--- src/rtl/multiword_add_sequencer_pkg.sv ---
// Shared definitions for the multi-word add/subtract sequencer.
// Covers the slice width, the FSM state encoding and the sizing of the slice index.
package multiword_add_sequencer_pkg;

    localparam int WORD_W = 16;

    typedef enum logic [1:0] {
        IDLE = 2'd0,
        RUN  = 2'd1,
        DONE = 2'd2
    } state_t;

    // The slice index keeps at least one bit so that WORDS=1 still has a legal vector.
    function automatic int idx_width(input int words);
        return (words > 1) ? $clog2(words) : 1;
    endfunction

endpackage

--- src/rtl/multiword_add_sequencer_adder.sv ---
// Shared 16-bit carry-select adder used one slice at a time by the sequencer.
// The upper byte is precomputed for both carry values and selected by the lower byte's carry.
module carry_select_16bit (
    input  logic [15:0] A,
    input  logic [15:0] B,
    input  logic        Cin,
    output logic [15:0] sum,
    output logic        Cout
);

    logic [8:0] lo;
    logic [8:0] hi_c0;
    logic [8:0] hi_c1;

    always_comb begin
        lo    = {1'b0, A[7:0]} + {1'b0, B[7:0]} + {8'd0, Cin};
        hi_c0 = {1'b0, A[15:8]} + {1'b0, B[15:8]};
        hi_c1 = {1'b0, A[15:8]} + {1'b0, B[15:8]} + 9'd1;
        sum   = {(lo[8] ? hi_c1[7:0] : hi_c0[7:0]), lo[7:0]};
        Cout  = lo[8] ? hi_c1[8] : hi_c0[8];
    end

endmodule

--- src/rtl/multiword_add_sequencer.sv ---
// Wide add/subtract (16*WORDS bits) performed one 16-bit slice per clock, LSW first,
// through a single shared carry-select adder with the carry chained in a register.
module multiword_add_sequencer
    import multiword_add_sequencer_pkg::*;
#(
    parameter int WORDS = 4
) (
    input  logic                    clk,
    input  logic                    reset,
    input  logic                    start,
    input  logic                    sub,
    input  logic [WORD_W*WORDS-1:0] A,
    input  logic [WORD_W*WORDS-1:0] B,
    input  logic                    Cin,
    output logic                    busy,
    output logic                    done,
    output logic [WORD_W*WORDS-1:0] sum,
    output logic                    Cout,
    output logic                    overflow
);

    localparam int IDX_W = idx_width(WORDS);
    localparam int TOP   = WORD_W*WORDS - 1;

    state_t                  state;
    state_t                  state_nxt;
    logic                    accept;
    logic                    last;
    logic [IDX_W-1:0]        idx;
    logic [WORD_W*WORDS-1:0] a_reg;
    logic [WORD_W*WORDS-1:0] b_reg;
    logic                    carry_reg;
    logic [WORD_W-1:0]       a_slice;
    logic [WORD_W-1:0]       b_slice;
    logic [WORD_W-1:0]       slice_sum;
    logic                    slice_cout;

    // Signed overflow: same-sign operands whose result sign flips. b_reg is already
    // inverted in subtract mode, so one rule covers both operations.
    function automatic logic signed_ovf(input logic a_msb, input logic b_msb, input logic s_msb);
        return (a_msb == b_msb) && (s_msb != a_msb);
    endfunction

    assign accept = start && (state != RUN);
    assign last   = (idx == IDX_W'(WORDS - 1));
    assign busy   = (state == RUN);
    assign done   = (state == DONE);

    always_ff @(posedge clk) begin
        if (reset) begin
            state <= IDLE;
        end else begin
            state <= state_nxt;
        end
    end

    always_comb begin
        state_nxt = state;
        case (state)
            IDLE:    if (start) state_nxt = RUN;
            RUN:     if (last) state_nxt = DONE;
            DONE:    state_nxt = start ? RUN : IDLE;
            default: state_nxt = IDLE;
        endcase
    end

    always_comb begin
        a_slice = '0;
        b_slice = '0;
        for (int w = 0; w < WORDS; w++) begin
            if (idx == IDX_W'(w)) begin
                a_slice = a_reg[w*WORD_W +: WORD_W];
                b_slice = b_reg[w*WORD_W +: WORD_W];
            end
        end
    end

    carry_select_16bit u_adder (
        .A    (a_slice),
        .B    (b_slice),
        .Cin  (carry_reg),
        .sum  (slice_sum),
        .Cout (slice_cout)
    );

    // Operand capture on accept, then one slice retired per RUN clock.
    always_ff @(posedge clk) begin
        if (reset) begin
            idx       <= '0;
            a_reg     <= '0;
            b_reg     <= '0;
            carry_reg <= 1'b0;
            sum       <= '0;
            Cout      <= 1'b0;
            overflow  <= 1'b0;
        end else if (accept) begin
            idx       <= '0;
            a_reg     <= A;
            b_reg     <= sub ? ~B : B;
            carry_reg <= sub ? 1'b1 : Cin;
        end else if (state == RUN) begin
            for (int w = 0; w < WORDS; w++) begin
                if (idx == IDX_W'(w)) begin
                    sum[w*WORD_W +: WORD_W] <= slice_sum;
                end
            end
            carry_reg <= slice_cout;
            idx       <= idx + IDX_W'(1);
            if (last) begin
                Cout     <= slice_cout;
                overflow <= signed_ovf(a_reg[TOP], b_reg[TOP], slice_sum[WORD_W-1]);
            end
        end
    end

endmodule

--- config.mk ---
export PLATFORM = sky130hd
export DESIGN_NAME = multiword_add_sequencer
export DESIGN_NICKNAME = d
export VERILOG_FILES = /design/src/rtl/multiword_add_sequencer_pkg.sv /design/src/rtl/multiword_add_sequencer_adder.sv /design/src/rtl/multiword_add_sequencer.sv
export SDC_FILE = /design/constraint.sdc
export NUM_CORES = 1
export LEC_CHECK = 0
export BUFFER_PORTS_ARGS = -buffer_cell sky130_fd_sc_hd__buf_2
export CAP_MARGIN = 10
export CORE_UTILIZATION = 45
export DETAILED_ROUTE_END_ITERATION = 8
export MAX_ROUTING_LAYER = met4
export PLACE_DENSITY = 0.65
export SYNTH_ARGS = -nofsm -noshare
export SYNTH_HDL_FRONTEND = slang
export SYNTH_SLANG_ARGS = --single-unit
--- constraint.sdc ---
create_clock -name clk -period 5.5 [get_ports clk]
set_input_delay 0 -clock clk [delete_from_list [all_inputs] [get_ports clk]]
set_output_delay 0 -clock clk [all_outputs]
set_load 0.01 [all_outputs]
# Word-level counts from Yosys, hierarchy flattened
# Index checks and enable logic that the tools add are counted.
[classes] shifts=0 div_mod_pow=0 n_reduce_logical=11 n_bitwise=2 add_sub_neg=5 multipliers=0 eq_ne=10 muxes=18 order_cmp=0
[op_table] operator="two-way mux 16 bit" count=8
[op_table] operator="two-way mux 64 bit" count=1
[op_table] operator="NOT 64 bit" count=1
[op_table] operator="adder 8 x 8 -> 9 bit" count=2
[op_table] operator="AND reduction 3 bit" count=4
[op_table] operator="adder 9 x 1 -> 9 bit" count=1
[op_table] operator="adder 9 x 1 -> 9 bit (second input constant)" count=1
[op_table] operator="two-way mux 8 bit" count=1
[op_table] operator="equality test 2 bit (second input constant)" count=3
[op_table] operator="one-hot mux 2 bit (3 select lines)" count=1
[op_table] operator="two-way mux 1 bit" count=5
[op_table] operator="equality test 2 x 1 -> 1 bit (second input constant)" count=2
[op_table] operator="logical NOT 2 bit" count=2
[op_table] operator="two-way mux 2 bit" count=2
[op_table] operator="inequality test 2 x 1 -> 1 bit (second input constant)" count=2
[op_table] operator="adder 2 x 1 -> 2 bit (second input constant)" count=1
[op_table] operator="logical AND 1 bit" count=2
[op_table] operator="inequality test 2 bit (second input constant)" count=1
[op_table] operator="AND reduction 2 bit" count=1
[op_table] operator="nonzero test 2 bit" count=1
[op_table] operator="OR reduction 2 bit" count=1
[op_table] operator="equality test 1 bit" count=1
[op_table] operator="inequality test 1 bit" count=1
[op_table] operator="NOT 1 bit" count=1
[word_totals] rom_bits=0 output_inout_bits=68 memories=0 input_bits=133 ff_bits=199 ram_bits=0 elab_cells=57 latch_bits=0

# Depth between registers and ports, before layout
[depth] word_depth=10 mapped_depth=20 mapped_depth_nobuf=17

# By module
# A second synthesis with hierarchy kept.
[hier_totals] cells_unflattened=1158 hier_area_um2=9689.3
[by_module_without_submodules] mod="multiword_add_sequencer" instances=1 cells_per_inst=1057 area_per_inst_um2=8874.8 seq_area_each_um2=3983.8
[by_module_without_submodules] mod="carry_select_16bit" instances=1 cells_per_inst=101 area_per_inst_um2=814.5 seq_area_each_um2=0.0

# Least setup slack after synthesis
# Ideal clock, no wire load.
[synth_path] path_type="reg2reg" startpoint="register idx[1]" endpoint="register overflow" stages_incl_launch_ff=20 t_required_ps=5412 path_slack_ps=1505 n_path_buf=3 setup_time_ps=88 arrival_time_ps=3907 synth_period_minus_slack_ps=3995 path_cell_list="dfxtp_1 -> inv_1 -> ha_1 -> clkbuf_1 -> buf_1 -> nor2_1 -> a21oi_1 -> nor2_1 -> a21oi_1 -> o21ai_0 -> ha_1 -> fa_1 -> a21o_2 -> a221oi_1 -> xnor2_1 -> nand4_1 -> or3b_1 -> buf_2 -> a21o_1 -> a311oi_2"
[synth_via] elab_chain_len=10 word_cells_on_any_way=20 classes_between="add/sub: 4; eq/ne: 4; mux: 9; reduce/logical: 3"
[synth_rtl] item="from (decl)" line="multiword_add_sequencer.sv:29" source="logic [IDX_W-1:0] idx;"
[synth_rtl] item="from (signal assigned)" line="multiword_add_sequencer.sv:108" source="idx <= idx + IDX_W'(1);"
[synth_rtl] item="logical NOT 2 bit" line="multiword_add_sequencer.sv:71" source="if (idx == IDX_W'(w)) begin"
[synth_rtl] item="two-way mux 16 bit (4 in a row)" line="multiword_add_sequencer.sv:71"
[synth_rtl] item="adder 8 x 8 -> 9 bit, on equally long branches" line="multiword_add_sequencer_adder.sv:17, multiword_add_sequencer_adder.sv:18, multiword_add_sequencer_adder.sv:16"
[synth_rtl] item="adder 9 x 1 -> 9 bit, on equally long branches" line="multiword_add_sequencer_adder.sv:18, multiword_add_sequencer_adder.sv:16"
[synth_rtl] item="two-way mux 8 bit" line="multiword_add_sequencer_adder.sv:19" source="sum = {(lo[8] ? hi_c1[7:0] : hi_c0[7:0]), lo[7:0]};"
[synth_rtl] item="inequality test 1 bit" line="multiword_add_sequencer.sv:41" source="return (a_msb == b_msb) && (s_msb != a_msb);"
[synth_rtl] item="logical AND 1 bit" line="multiword_add_sequencer.sv:41"
[synth_rtl] item="to (signal assigned)" line="multiword_add_sequencer.sv:111" source="overflow <= signed_ovf(a_reg[TOP], b_reg[TOP], slice_sum[WORD_W-1]);"
[synth_rtl] item="to (decl)" line="multiword_add_sequencer.sv:19" source="output logic overflow"
# Parallel ways exist; a longest one is shown, timed or not.
# A chain may end at the register's enable or synchronous reset.

# Final worst setup path
# Ends and elaborated chain as after synthesis.

==> results.json <==
{
  "status": "complete, no violations",
  "antenna_cells": 0,
  "io_pins": 201,
  "yosysTopAreaCell": "dfxtp_1",
  "max_slew_margin_pct": 32.3,
  "fmax_mhz": 227,
  "r2r_slack_ns": 1.09,
  "gp_congestion": 0.826,
  "ir_worst_vdd_v": 0.000185,
  "synth_top_area_share_pct": 42.7,
  "mostFrequentLayoutCell": "nand2_1",
  "critPathKind": "flop to flop",
  "ys_ff_latch": 199,
  "synth.avg_cell_area_um2": 7.61,
  "fillers": 1890,
  "hold_violations": 0,
  "async_flop_share_pct": 0,
  "critPathMaxStageDelay_ns": 0.73,
  "power_uw": 3480,
  "place_inst": 1605,
  "fin_crit_sh_pct": 80.1,
  "path_clk_slew_ns": 0.07,
  "rsz0062_at_grt": "no",
  "grt_antenna_before_repair": 0,
  "netlist_area_um2": 9320,
  "path_cells": "inv_1 > ha_2 > buf_4 > nor2_1 > a21oi_1 > nor2_1 > a21oi_1 > o21ai_0 > ha_1 > and3_1 > a221oi_1 > xnor2_1 > nand4_1 > or3b_1 > a21o_1 > a311oi_2",
  "hold_ws_ns": 0.129,
  "initial_core_util_pct": 45.9,
  "synth_edf_count": 0,
  "synth-main-ff-cell": "dfxtp_1",
  "finalSetupTns_ns": 0,
  "h-tree-depth": 4,
  "startpoint_type": "flop",
  "wl_per_cell_um": 15.7,
  "power_density_nw_per_um2": 284,
  "finalNonFillerCells": 1766,
  "p_leak_uw": 0.00502,
  "final_antenna_net_count": 0,
  "first_pass_iters": 5,
  "rows": 52,
  "drc": 0,
  "cts_buffers": 17,
  "setup_viol": 0,
  "drt_iter0_drc": 592,
  "dp_hpwl_mm": 18.3,
  "synth_cell_types": 49,
  "core_um2": 20300,
  "grt_pass1_wl_mm": 43.7,
  "yosysWarnings": 0,
  "insertion_delay_ns": 0.44,
  "required_ns": 5.85,
  "cts_sinks": 199,
  "tightest_slew_ns": 1.02,
  "port_buffers": 200,
  "cts_setup_buffers": 0,
  "synthTopCellsByArea": "dfxtp_1, nand2_1, a21oi_1, nor2_1, xnor2_1",
  "worstPathArrival_ns": 4.76,
  "die_h_um": 146,
  "cts_max_path_buffers": 2,
  "avgViaCountPerCell": 5.12,
  "grt_use_total_pct": 27.0,
  "crit_path_top_delay_cell": "ha_2",
  "final_cell_mix": "nand2_1, dfxtp_1, buf_2, a21oi_1, nor2_1",
  "yosysSeqAreaShare_pct": 42.7,
  "grt_remaining_overflow": 0,
  "nets": 1640,
  "cts-root-buf": "clkbuf_16",
  "wirelength_mm": 27.6,
  "fin_skew_ns": 0.0128,
  "grt_start_max_net_pins": 117,
  "area_growth_pct": 31.2,
  "synth_nets": 1381,
  "synthCells": 1225,
  "cts_tree": "built",
  "dieArea_um2": 21300,
  "grt_pass1_vias": 8652,
  "slew_viol_final": 0,
  "setup.worst_path.end_class": "flop",
  "maxCapViolCount": 0,
  "min_period_ns": 4.41,
  "hold_class": "primary input to flop",
  "vias": 9045,
  "worst-path-max-fanout": 51,
  "post_route_cells_drive_above_1_share_pct": 17.0,
  "dieWidth_um": 146
}
-- worst paths after layout --
check               from       end  cells past startpoint
hold reg to reg   sum[5]    sum[5]                      2
hold / removal     reset   sum[26]                      2
setup / recovery  idx[1]  overflow                     16
setup reg to reg  idx[1]  overflow                     16
-- report_power, final --
part | switching [µW] | internal [µW] | leakage (µW)
combinational | 399 | 283 | 0.00313
sequential | 54.6 | 1530 | 0.00163
clock | 568 | 641 | 0.000268
-- cell families after synthesis --
group | after synthesis | share of synthesized area, %
xor+xnor | 79 | 7.42
flops | 199 | 42.7
simple gates | 489 | 20.9
fa+ha+maj | 23 | 3.33
mux | 2 | 0.215
buf+inv | 107 | 4.36
compound gates | 326 | 21.0
-- through the flow --
stage               util [%]  instance area (µm²)  setup slack (ns)
finish                  60.2                12200              1.09
global route            60.2                12200             0.675
CTS                     60.2                12200              1.04
detailed placement      51.1                10400              1.07
global placement        51.1                10400              1.20
floorplan                  -                 9320              1.51
-- layer usage --
metal	vias up	track usage [%]	wire length [µm]
met5	-	-	0
met1	4137	32.7	12100
met4	0	9.26	675
met3	46	4.73	1290
met2	250	45.0	13600
li1	4612	-	-
-- Yosys cell counts, drive strengths merged (4+ instances only) --
library cell  count
inv               9
and2              6
o21ai            36
o21a              4
buf              14
nor3              6
xor2              7
nand3b            5
nand2           282
o311ai            5
a21o              7
clkbuf           84
a21oi           182
ha               20
nand3             5
nand4             4
dfxtp           199
nor2            169
xnor2            72
a211oi           81
and3              4
-- repair_timing --
action                                 4_1_cts  5_1_grt
endpoints found under the hold margin      132        0
resized for setup                            0        0
hold buffers                               130        0
-- area by class of cell --
type / instances / area [µm²] / area share, %
timing repair buffer: 338 / 2370 / 19.4
sequential: 199 / 3980 / 32.6
clock inverter: 12 / 118 / 0.962
multi-input combinational: 919 / 4940 / 40.4
clock buffer: 19 / 443 / 3.62
inverter: 9 / 33.8 / 0.276
tap: 270 / 338 / 2.76
-- critical path: cells and delay by family (launching register included) --
family	cells	cell delay, ns
XOR/XNOR	1	0.23
flip-flops	1	0.34
AO/OA/AOI/OAI	6	1.22
adder cells (fa/ha/maj)	2	1.12
buffers and inverters	2	0.44
AND/OR/NAND/NOR	5	0.96
No activity file was read; power rests on OpenSTA's default activity.
